`config.mk`:
```
export PLATFORM = sky130hd
export DESIGN_NAME = imem_loader
export DESIGN_NICKNAME = d
export VERILOG_FILES = /design/src/rtl/imem_loader.sv
export SDC_FILE = /design/constraint.sdc
export NUM_CORES = 1
export LEC_CHECK = 0
export CORE_MARGIN = 2
export CORE_UTILIZATION = 45
export DETAILED_ROUTE_END_ITERATION = 12
export GPL_TIMING_DRIVEN = 0
export PLACE_DENSITY = 0.7
export SYNTH_ARGS = -nofsm -noshare
export SYNTH_HDL_FRONTEND = slang
export SYNTH_SLANG_ARGS = --single-unit
```
`constraint.sdc`:
```
create_clock -name clk -period 2.35 [get_ports clk]
set_input_delay 0.235 -clock clk [delete_from_list [all_inputs] [get_ports clk]]
set_output_delay 0.235 -clock clk [all_outputs]
set_load 0.05 [all_outputs]
```
`src/rtl/imem_loader.sv`:
```
// Byte-stream program loader: assembles little-endian words into the instruction ROM and
// holds the CPU in reset until the image is in. Define LOADER_CHECKSUM_EN for a word-sum check.
module imem_loader #(
    parameter int unsigned ADDR_WIDTH = 8
) (
    input  logic                  clk,
    input  logic                  rst,
    input  logic                  in_valid,
    input  logic [7:0]            in_data,
    output logic                  in_ready,
    output logic                  imem_we,
    output logic [ADDR_WIDTH-1:0] imem_addr,
    output logic [31:0]           imem_wdata,
    output logic                  cpu_rst,
    output logic                  load_done,
    output logic                  load_error,
    output logic [ADDR_WIDTH:0]   words_loaded
);
    localparam logic [32:0] Depth = 33'd1 << ADDR_WIDTH;

`ifdef LOADER_CHECKSUM_EN
    typedef enum logic [2:0] {StHdr, StData, StCsum, StRun, StErr} state_e;
`else
    typedef enum logic [2:0] {StHdr, StData, StRun, StErr} state_e;
`endif

    state_e                state_q;
    logic                  hdr_cnt_q;
    logic [7:0]            hdr_lo_q;
    logic [ADDR_WIDTH:0]   n_q;
    logic [1:0]            byte_cnt_q;
    logic [23:0]           asm_q;
    logic [ADDR_WIDTH:0]   word_cnt_q;
    logic                  in_ready_q;
    logic                  imem_we_q;
    logic [ADDR_WIDTH-1:0] imem_addr_q;
    logic [31:0]           imem_wdata_q;
    logic                  cpu_rst_q;
    logic                  load_done_q;
    logic                  load_error_q;
`ifdef LOADER_CHECKSUM_EN
    logic [31:0]           csum_q;
`endif

    logic                  accept;
    logic [31:0]           word_d;
    logic [ADDR_WIDTH:0]   word_nxt_d;
    logic [32:0]           hdr_n_d;
    logic                  last_word_d;

    assign accept      = in_valid && in_ready_q;
    assign word_d      = {in_data, asm_q};
    assign word_nxt_d  = word_cnt_q + {{ADDR_WIDTH{1'b0}}, 1'b1};
    assign hdr_n_d     = {17'd0, in_data, hdr_lo_q};
    assign last_word_d = (word_nxt_d == n_q);

    always_ff @(posedge clk) begin
        if (rst) begin
            state_q      <= StHdr;
            hdr_cnt_q    <= 1'b0;
            hdr_lo_q     <= 8'd0;
            n_q          <= '0;
            byte_cnt_q   <= 2'd0;
            asm_q        <= 24'd0;
            word_cnt_q   <= '0;
            in_ready_q   <= 1'b1;
            imem_we_q    <= 1'b0;
            imem_addr_q  <= '0;
            imem_wdata_q <= 32'd0;
            cpu_rst_q    <= 1'b1;
            load_done_q  <= 1'b0;
            load_error_q <= 1'b0;
`ifdef LOADER_CHECKSUM_EN
            csum_q       <= 32'd0;
`endif
        end else begin
            imem_we_q <= 1'b0;
            case (state_q)
                StHdr: begin
                    if (accept) begin
                        if (!hdr_cnt_q) begin
                            hdr_lo_q  <= in_data;
                            hdr_cnt_q <= 1'b1;
                        end else begin
                            hdr_cnt_q <= 1'b0;
                            n_q       <= hdr_n_d[ADDR_WIDTH:0];
                            if (hdr_n_d > Depth) begin
                                state_q      <= StErr;
                                in_ready_q   <= 1'b0;
                                load_error_q <= 1'b1;
                            end else if (hdr_n_d == 33'd0) begin
`ifdef LOADER_CHECKSUM_EN
                                state_q    <= StCsum;
`else
                                state_q    <= StRun;
                                in_ready_q <= 1'b0;
`endif
                            end else begin
                                state_q <= StData;
                            end
                        end
                    end
                end
                StData: begin
                    if (accept) begin
                        byte_cnt_q <= byte_cnt_q + 2'd1;
                        // Shift in from the top so the first byte lands in bits [7:0].
                        asm_q      <= {in_data, asm_q[23:8]};
                        if (byte_cnt_q == 2'd3) begin
                            imem_we_q    <= 1'b1;
                            imem_addr_q  <= word_cnt_q[ADDR_WIDTH-1:0];
                            imem_wdata_q <= word_d;
                            word_cnt_q   <= word_nxt_d;
`ifdef LOADER_CHECKSUM_EN
                            csum_q       <= csum_q + word_d;
                            if (last_word_d) begin
                                state_q <= StCsum;
                            end
`else
                            if (last_word_d) begin
                                state_q    <= StRun;
                                in_ready_q <= 1'b0;
                            end
`endif
                        end
                    end
                end
`ifdef LOADER_CHECKSUM_EN
                StCsum: begin
                    if (accept) begin
                        byte_cnt_q <= byte_cnt_q + 2'd1;
                        asm_q      <= {in_data, asm_q[23:8]};
                        if (byte_cnt_q == 2'd3) begin
                            in_ready_q <= 1'b0;
                            if (word_d == csum_q) begin
                                state_q <= StRun;
                            end else begin
                                state_q      <= StErr;
                                load_error_q <= 1'b1;
                            end
                        end
                    end
                end
`endif
                StRun: begin
                    // One cycle in RUN lets the final write commit before the CPU fetches.
                    cpu_rst_q   <= 1'b0;
                    load_done_q <= 1'b1;
                end
                StErr: begin
                    cpu_rst_q <= 1'b1;
                end
                default: begin
                    state_q      <= StErr;
                    in_ready_q   <= 1'b0;
                    load_error_q <= 1'b1;
                end
            endcase
        end
    end

    assign in_ready     = in_ready_q;
    assign imem_we      = imem_we_q;
    assign imem_addr    = imem_addr_q;
    assign imem_wdata   = imem_wdata_q;
    assign cpu_rst      = cpu_rst_q;
    assign load_done    = load_done_q;
    assign load_error   = load_error_q;
    assign words_loaded = word_cnt_q;

endmodule

```
==> results of run 1 <==
[synth_stat cells (3+ instances only)]
master    count
clkbuf_1     17
buf_2        15
nand3_1       5
o21ai_0       6
nand4_1       3
xnor2_1      14
nand2_1     140
dfxtp_1     100
mux2i_1      18
nor3_1        5
inv_1         5
nor4_1        7
a21oi_1      71
xor2_1        4
nor2_1       30
[area by class of cell]
class	instances	area [µm²]	area share, %
sequential	100	2000	40.6
multi-input combinational	333	1750	35.5
timing repair buffer	64	641	13.0
buffer	35	165	3.35
tap	108	135	2.74
clock buffer	9	124	2.51
clock inverter	7	90.1	1.83
inverter	5	18.8	0.381
[tightest hold or removal path, cell delays in order (launching register included)]
cell and delay (ns):
dfxtp_1 0.32, nand2_1 0.05, a21oi_1 0.05
[power by group through the flow]
stage          logic [W]  registers (W)  clock network [W]
6_report        0.000249        0.00176            0.00116
5_1_grt         0.000272        0.00177            0.00125
4_1_cts         0.000248        0.00176            0.00118
3_5_place_dp    0.000246        0.00180                  0
3_3_place_gp    0.000240        0.00180                  0
2_1_floorplan   0.000148        0.00181                  0
[registers in the layout, summed over array words and instances, names as in the netlist]
name          flops
load_error        1
in_ready          1
state_q           2
words_loaded      9
load_done         1
imem_we           1
asm_q            24
hdr_lo_q          8
imem_addr         8
imem_wdata       32
byte_cnt_q        2
n_q               9
hdr_cnt_q         1
cpu_rst           1
[worst max-delay path by stage]
stage                     slack (ns)                    startpoint  cells after the start                            to
after detailed placement        0.10                           rst                      5  words_loaded[6]$_SDFFE_PP0P_
after global routing            0.05  words_loaded[1]$_SDFFE_PP0P_                      6         in_ready$_SDFFE_PP1P_
after CTS                       0.18  words_loaded[1]$_SDFFE_PP0P_                      6         in_ready$_SDFFE_PP1P_
after global placement          0.14                           rst                      5            imem_we$_SDFF_PP0_
after floorplan                 0.03  words_loaded[1]$_SDFFE_PP0P_                      6         in_ready$_SDFFE_PP1P_
final                           0.14  words_loaded[1]$_SDFFE_PP0P_                      6         in_ready$_SDFFE_PP1P_
[routing by layer]
layer	vias to the layer above	global-route usage, %	routed length, µm
met1	1568	27.5	4530
met2	83	30.3	4120
met4	0	5.77	119
met3	11	3.81	453
met5	-	0	0
li1	1705	-	-
[kinds of logic (layout without fill, tap and decap cells)]
kind of cell	Yosys count	in the layout	share of synthesized area [%]
flip-flops	100	100	50.9
AO/OA/AOI/OAI	88	88	12.4
multiplexers	18	18	4.58
buffers and inverters	40	120	4.67
AND/OR/NAND/NOR	205	205	21.9
XOR/XNOR	20	20	4.99
adder cells (fa/ha/maj)	2	2	0.636
[stage by stage]
stage / utilization [%] / hold slack [ns] / area, µm² / std cells / power, W
final: 57.3 / 0.460 / 4930 / 661 / 0.00317
after global routing: 57.3 / 0.475 / 4930 / 661 / 0.00329
after CTS: 57.3 / 0.462 / 4930 / 661 / 0.00319
after detailed placement: 54.8 / 0.447 / 4710 / 645 / 0.00205
after global placement: 54.8 / 0.444 / 4710 / 645 / 0.00204
after floorplan: - / 0.371 / 3940 / 473 / 0.00196
==> run metrics, run 1 <==
share of synthesized flip-flops with an asynchronous set or reset=0%; area of the core=8590 µm²; total grt overflow=0; power share of the clock group=36.7%; effective utilization at floorplan=45.8%; count of pins over their slew limit=0; worst-case clock buffer depth=2; Max Clock Freq=452 MHz; number of cells on the worst hold path=2; Syn Nets=486; Cell variety after synth=42; buffers plus inverters on the worst setup path=0; die outline area=9510 µm²; crit end category=flip-flop; P per Cell Area=644 nW/µm²; count of state elements after synthesis=100; mean post-synth cell area=8.32 µm²; share of post-route cells with drive strength above 1=7.41%; Synth Cell Area=3940 µm²; cell internal power dissipation=0.00234 W; Sw Share=26.2%; final setup fails=0; crit-path most repeated cell=xnor2_1; Critical Path Fanout Max=9; worst-case register-to-register setup slack=0.14 ns; outcome=complete, no violations; Pre-antenna DRT Iters=5; buffer cell driving the clock tree root=clkbuf_8; sequential fraction of the synthesis area=50.9%; clock tree from TritonCTS=done; number of gates resized after cts=0; via count=3,367; Hold Path Sink=imem_wdata[21]$_SDFFE_PP0P_; Total Nets Final=561; quantity of hold-fixing buffers added after cts=0; cell type with the largest total area after synthesis=dfxtp_1; maximum number of pins on one net before global-route repair=20; number of buffer cells added on primary ports=64; total setup buffers inserted after CTS=0; remaining antenna violation count=0; EDFF count, synth=0; worst setup path class=reg -> reg; Hold Crit Class=reg -> reg; Placement Setup Slack=0.105 ns; Iter 0 DRT Violations=131; clk_lat worst skew=0.37 ns; DRC violation count after routing=0; total leakage power=1.64 nW; start of the worst register-to-register path=words_loaded[1]$_SDFFE_PP0P_; clock period minus final worst setup slack=2.21 ns; slowest library cell on the worst path=dfxtp_1; least setup slack across all paths after layout=0.139 ns; accumulated negative setup slack=0 ns; Antenna Cells=0; worst voltage drop across the vdd grid=331 µV; Net Switching=0.000831 W; vias in the first global route=3,189; final clock period utilization by the worst path=94.1%; hold wc startpoint=imem_wdata[21]$_SDFFE_PP0P_; CTS sink count=100; register share of total power=55.5%; wire length of the first global-routing pass=15,200 µm; horizontal die dimension=97.5 µm; number of rows created at floorplan=34; delay-heaviest family, CP=compound AO/OA/AOI/OAI gates; gate count after technology mapping=473; warnings from Yosys=0; total track usage=19.5%; CP Cell Sequence=ha_1 -> xnor2_1 -> xnor2_1 -> nor4_1 -> o2111ai_1 -> o311a_1; top-area cell type share of the netlist area=50.9%; Clk pin slew, worst setup/hold paths=0.10 ns; total I/O pin count=65; number of buffers created by CTS=9; routed wire length=9230 µm; ranking of synthesized cells by area=dfxtp_1 51%, nand2_1 13%, a21oi_1 9.0%, mux2i_1 4.6%, xnor2_1 3.1%; Final Skew=0.0125 ns; Comb pwr share=7.9%; initial antenna violation count=0; RSZ-0062 raised after global routing=no; Slowest Stage Delay on Critical Path=0.51 ns; slew at the pin closest to its max-slew limit=0.644 ns; number of maximum-capacitance violations=0; Synth-to-Final Area Change=25.1%; post-detailed-route via-to-cell ratio=5.09; die height=97.5 µm; number of cell instances on the worst register-to-register path=6; commonest cells after routing, fill and taps aside=140 x nand2_1, 100 x dfxtp_1, 71 x a21oi_1; post-detailed-placement half-perimeter wirelength=6580 µm; Worst EP required=2.61 ns; end of the worst register-to-register path=in_ready$_SDFFE_PP1P_; Worst slew margin=56.6%; post-DR wirelength/cell=14.0 µm; most common library cell in the layout ignoring fill and taps=nand2_1; Fill cells=797; category of the worst setup path launch point=flip-flop; Synth Flop Type=dfxtp_1; data arrival time of the critical path=2.47 ns; H-tree depth reported by CTS=3; final hold violations=0; gpl congestion=0.860
(Power assumes the default switching activity.)
==> inputs of run 2 (changes only) <==
--- a/config.mk
+++ b/config.mk
@@ -10,6 +10,9 @@
 export DETAILED_ROUTE_END_ITERATION = 12
 export GPL_TIMING_DRIVEN = 0
 export PLACE_DENSITY = 0.7
+export REMOVE_ABC_BUFFERS = 1
+export SKIP_LAST_GASP = 1
 export SYNTH_ARGS = -nofsm -noshare
 export SYNTH_HDL_FRONTEND = slang
 export SYNTH_SLANG_ARGS = --single-unit
+export TNS_END_PERCENT = 10
==> run 2 against run 1 <==
Via count down 6.1%; critical path depth unchanged; worst setup slack worse by 0.020 ns; power down 4.8%; global-route usage down 2.3 points; non-clock buffer count down 32; wire length down 13%; core utilization down 1.5 points; critical path type unchanged; largest power group unchanged.
==> run metrics, run 2 (synthesis gave the netlist of run 1 again) <==
number of buffer cells added on primary ports=64; worst voltage drop across the vdd grid=356 µV; count of pins over their slew limit=0; crit end category=flip-flop; share of post-route cells with drive strength above 1=6.14%; area of the core=8590 µm²; total setup buffers inserted after CTS=0; die height=97.5 µm; gpl congestion=0.806; final hold violations=0; effective utilization at floorplan=45.8%; Worst slew margin=43.2%; clock tree from TritonCTS=done; wire length of the first global-routing pass=13,500 µm; Iter 0 DRT Violations=96; category of the worst setup path launch point=flip-flop; P per Cell Area=630 nW/µm²; final core occ=55.8%; Synth-to-Final Area Change=21.8%; Hold Crit Class=in -> reg; data arrival time of the critical path=2.49 ns; Total Nets Final=529; final setup fails=0; Final Skew=0.0108 ns; post-DR wirelength/cell=12.8 µm; vias in the first global route=2,949; total grt overflow=0; CTS sink count=100; Antenna Cells=0; clk_lat worst skew=0.37 ns; Fill cells=801; post-detailed-route via-to-cell ratio=5.03; Clk pin slew, worst setup/hold paths=0.10 ns; number of rows created at floorplan=34; worst setup path class=reg -> reg; Pre-antenna DRT Iters=6; maximum number of pins on one net before global-route repair=56; DRC violation count after routing=0; initial antenna violation count=0; H-tree depth reported by CTS=3; Total Power=0.00302 W; buffer cell driving the clock tree root=clkbuf_8; post-route standard cell area excluding fillers=4790 µm²; via count=3,163; Worst EP required=2.61 ns; remaining antenna violation count=0; outcome=complete, no violations; post-placement cell area=4600 µm²; quantity of hold-fixing buffers added after cts=0; accumulated negative setup slack=0 ns; most common library cell in the layout ignoring fill and taps=nand2_1; post-detailed-placement half-perimeter wirelength=5220 µm; worst-case clock buffer depth=2; least setup slack across all paths after layout=0.119 ns; Max Clock Freq=448 MHz; commonest cells after routing, fill and taps aside=139 x nand2_1, 100 x dfxtp_1, 71 x a21oi_1; final clock period utilization by the worst path=94.9%; total leakage power=1.56 nW; horizontal die dimension=97.5 µm; clock period minus final worst setup slack=2.23 ns; number of buffers created by CTS=9; flip-flop count of the largest register after layout=32; die outline area=9510 µm²; total track usage=17.2%; number of maximum-capacitance violations=0; Critical Path Fanout Max=10; total I/O pin count=65; slew at the pin closest to its max-slew limit=0.852 ns; RSZ-0062 raised after global routing=yes; routed wire length=8020 µm; Placement Setup Slack=-0.742 ns
-- run 2: changes by cell type in the layout (fill, tap and decap cells not counted), moves of 2 or more --
cell      change
buf_12        +2
clkinv_4      +2
buf_2        -15
clkbuf_1     -17
-- run 2: worst max-delay path, stage by stage (launching register included) --
cell	delay, ns
dfxtp_1	0.57
ha_1	0.35
nand3_2	0.16
or4b_1	0.52
o211ai_2	0.09
a21oi_2	0.09
o311a_1	0.35
-- run 2: routing by layer --
| metal | GRT usage, % | up-vias | wire (µm) |
|---|---|---|---|
| met4 | 5.77 | 0 | 126 |
| li1 | - | 1640 | - |
| met1 | 22.1 | 1455 | 3850 |
| met2 | 28.6 | 57 | 3780 |
| met3 | 4.03 | 11 | 268 |
| met5 | 0 | - | 0 |
-- run 2: power by group --
part           internal (W)  switching [W]  total (W)
registers           0.00173      0.0000305    0.00176
logic             0.0000949       0.000143   0.000238
clock network      0.000401       0.000622    0.00102
total               0.00223       0.000795    0.00302
-- run 2: worst paths after layout --
check | from | slack, ns | end | depth (start not counted)
setup reg to reg | words_loaded[0]$_SDFFE_PP0P_ | 0.12 | in_ready$_SDFFE_PP1P_ | 6
hold reg to reg | asm_q[2]$_SDFFE_PP0P_ | 0.46 | imem_wdata[2]$_SDFFE_PP0P_ | 2
hold / removal | rst | 0.31 | n_q[2]$_SDFFE_PP0P_ | 2
setup / recovery | words_loaded[0]$_SDFFE_PP0P_ | 0.12 | in_ready$_SDFFE_PP1P_ | 6
-- run 2: timing repair --
action | in CTS | in global routing
resized for setup | 2 | 1
hold endpoints to repair | 0 | 0
setup endpoints to repair | 51 | 5
-- run 2: area by class of cell --
type,instances,area [µm²],share of cell area (%)
Clock inverter,7,58.8,1.23
Sequential cell,100,2000,41.8
Inverter,5,18.8,0.391
Tap cell,108,135,2.82
Timing Repair Buffer,67,686,14.3
Multi-Input combinational cell,333,1770,36.9
Clock buffer,9,124,2.58
-- run 2: stage by stage --
step | hold WS (ns) | cells
finish | 0.313 | 629
global route | 0.323 | 629
CTS | 0.297 | 629
detailed placement | 0.447 | 613
global placement | 0.432 | 610
floorplan | 0.304 | 438
==> inputs of run 3 (changes only) <==
--- a/config.mk
+++ b/config.mk
@@ -11,8 +11,8 @@
 export GPL_TIMING_DRIVEN = 0
 export PLACE_DENSITY = 0.7
 export REMOVE_ABC_BUFFERS = 1
+export SETUP_SLACK_MARGIN = 0.02
 export SKIP_LAST_GASP = 1
 export SYNTH_ARGS = -nofsm -noshare
 export SYNTH_HDL_FRONTEND = slang
 export SYNTH_SLANG_ARGS = --single-unit
-export TNS_END_PERCENT = 10
==> run 3 against run 2 <==
Core utilization is essentially flat; power is essentially flat; maximum frequency grew 2.9%; non-clock buffer count is the same; clock power is essentially flat.
==> run metrics, run 3 (synthesis gave the netlist of run 1 again) <==
horizontal die dimension=97.5 µm; met2 track demand over resource=28.6%; total leakage power=1.56 nW; via count=3,163; met1 Resource Use GR=22.1%; number of buffers created by CTS=9; number of buffer cells added on primary ports=64; post-detailed-route via-to-cell ratio=5.03; clock period minus final worst setup slack=2.17 ns; most crowded layer after global routing=met2; Pre-antenna DRT Iters=6; clk_lat worst skew=0.37 ns; die outline area=9510 µm²; Clk pin slew, worst setup/hold paths=0.10 ns; DRC violation count after routing=0; vias in the first global route=2,948; die height=97.5 µm; crit end category=flip-flop; worst setup path class=reg -> reg; GR Util met3=4.03%; Total Nets Final=529; final hold violations=0; count of pins over their slew limit=0; buffer cell driving the clock tree root=clkbuf_8; initial antenna violation count=0; CTS sink count=100; number of rows created at floorplan=34; post-detailed-placement half-perimeter wirelength=5220 µm; most common library cell in the layout ignoring fill and taps=nand2_1; Antenna Cells=0; number of cell instances on the worst register-to-register path=6; post-DR wirelength/cell=12.8 µm; Final Skew=0.0108 ns; maximum number of pins on one net before global-route repair=56; H-tree depth reported by CTS=3; area of the core=8590 µm²; Synth-to-Final Area Change=21.8%; accumulated negative setup slack=0 ns; share of post-route cells with drive strength above 1=6.33%; outcome=complete, no violations; Placed Cells=613; category of the worst setup path launch point=flip-flop; final clock period utilization by the worst path=92.3%; slew at the pin closest to its max-slew limit=0.852 ns; routed wire length=8020 µm; quantity of hold-fixing buffers added after cts=0; number of maximum-capacitance violations=0; Worst EP required=2.61 ns; remaining antenna violation count=0; wire length of the first global-routing pass=13,500 µm; gpl congestion=0.806; Fill cells=800; worst-case clock buffer depth=2; effective utilization at floorplan=45.8%; final core occ=55.8%; Worst slew margin=43.2%; tightest hold margin=0.313 ns; RSZ-0062 raised after global routing=no; total track usage=17.2%; worst voltage drop across the vdd grid=356 µV; Critical Path Fanout Max=9; data arrival time of the critical path=2.43 ns; flip-flop count of the largest register after layout=32; total grt overflow=0; Hold Crit Class=in -> reg; least setup slack across all paths after layout=0.182 ns; total I/O pin count=65; final setup fails=0; Placement Setup Slack=-0.742 ns; Max Clock Freq=461 MHz; P per Cell Area=630 nW/µm²; number of cells on the worst hold path=2; clock tree from TritonCTS=done; Iter 0 DRT Violations=96; commonest cells after routing, fill and taps aside=139 x nand2_1, 99 x dfxtp_1, 71 x a21oi_1; non-filler instance count after layout=629
-- run 3: report_power, final --
group | switching, W | internal (W)
Sequential | 0.0000305 | 0.00173
Clock | 0.000622 | 0.000401
Combinational | 0.000143 | 0.0000949
-- run 3: final cells by class --
| cell class | count | area [µm²] | area share (%) |
|---|---|---|---|
| multi-input combinational | 333 | 1770 | 36.9 |
| sequential | 100 | 2000 | 41.8 |
| clock buffer | 9 | 124 | 2.58 |
| clock inverter | 7 | 58.8 | 1.23 |
| timing repair buffer | 67 | 686 | 14.3 |
| inverter | 5 | 18.8 | 0.391 |
| tap | 108 | 135 | 2.82 |
-- run 3: worst max-delay path: stages (launching register included) --
cell and delay [ns]:
dfxtp_1 0.51, ha_1 0.34, nand3_2 0.16, or4b_1 0.52, o211ai_2 0.09, a21oi_2 0.09
o311a_1 0.35
-- run 3: metal layers --
layer  vias to the layer above  wire length [µm]
li1                       1640                 -
met2                        57              3780
met4                         0               126
met1                      1455              3850
met3                        11               268
met5                         -                 0
-- run 3: final timing paths --
kind	startpoint	to	slack, ns
setup reg to reg	words_loaded[1]$_SDFFE_PP0P_	in_ready$_SDFFE_PP1P_	0.18
hold reg to reg	asm_q[2]$_SDFFE_PP0P_	imem_wdata[2]$_SDFFE_PP0P_	0.46
setup / recovery	words_loaded[1]$_SDFFE_PP0P_	in_ready$_SDFFE_PP1P_	0.18
hold / removal	rst	n_q[2]$_SDFFE_PP0P_	0.31
-- run 3: through the flow --
stage / power, W / cell area (µm²)
2_1_floorplan: 0.00194 / 3770
3_3_place_gp: 0.00202 / 4550
3_5_place_dp: 0.00204 / 4600
4_1_cts: 0.00306 / 4790
5_1_grt: 0.00316 / 4800
6_report: 0.00302 / 4800
-- run 3: repair_timing --
item                       CTS  global route
buffers inserted             0             0
resized for setup            3             2
pin swaps                    0             0
setup endpoints to repair   54             6
cloned                       0             0
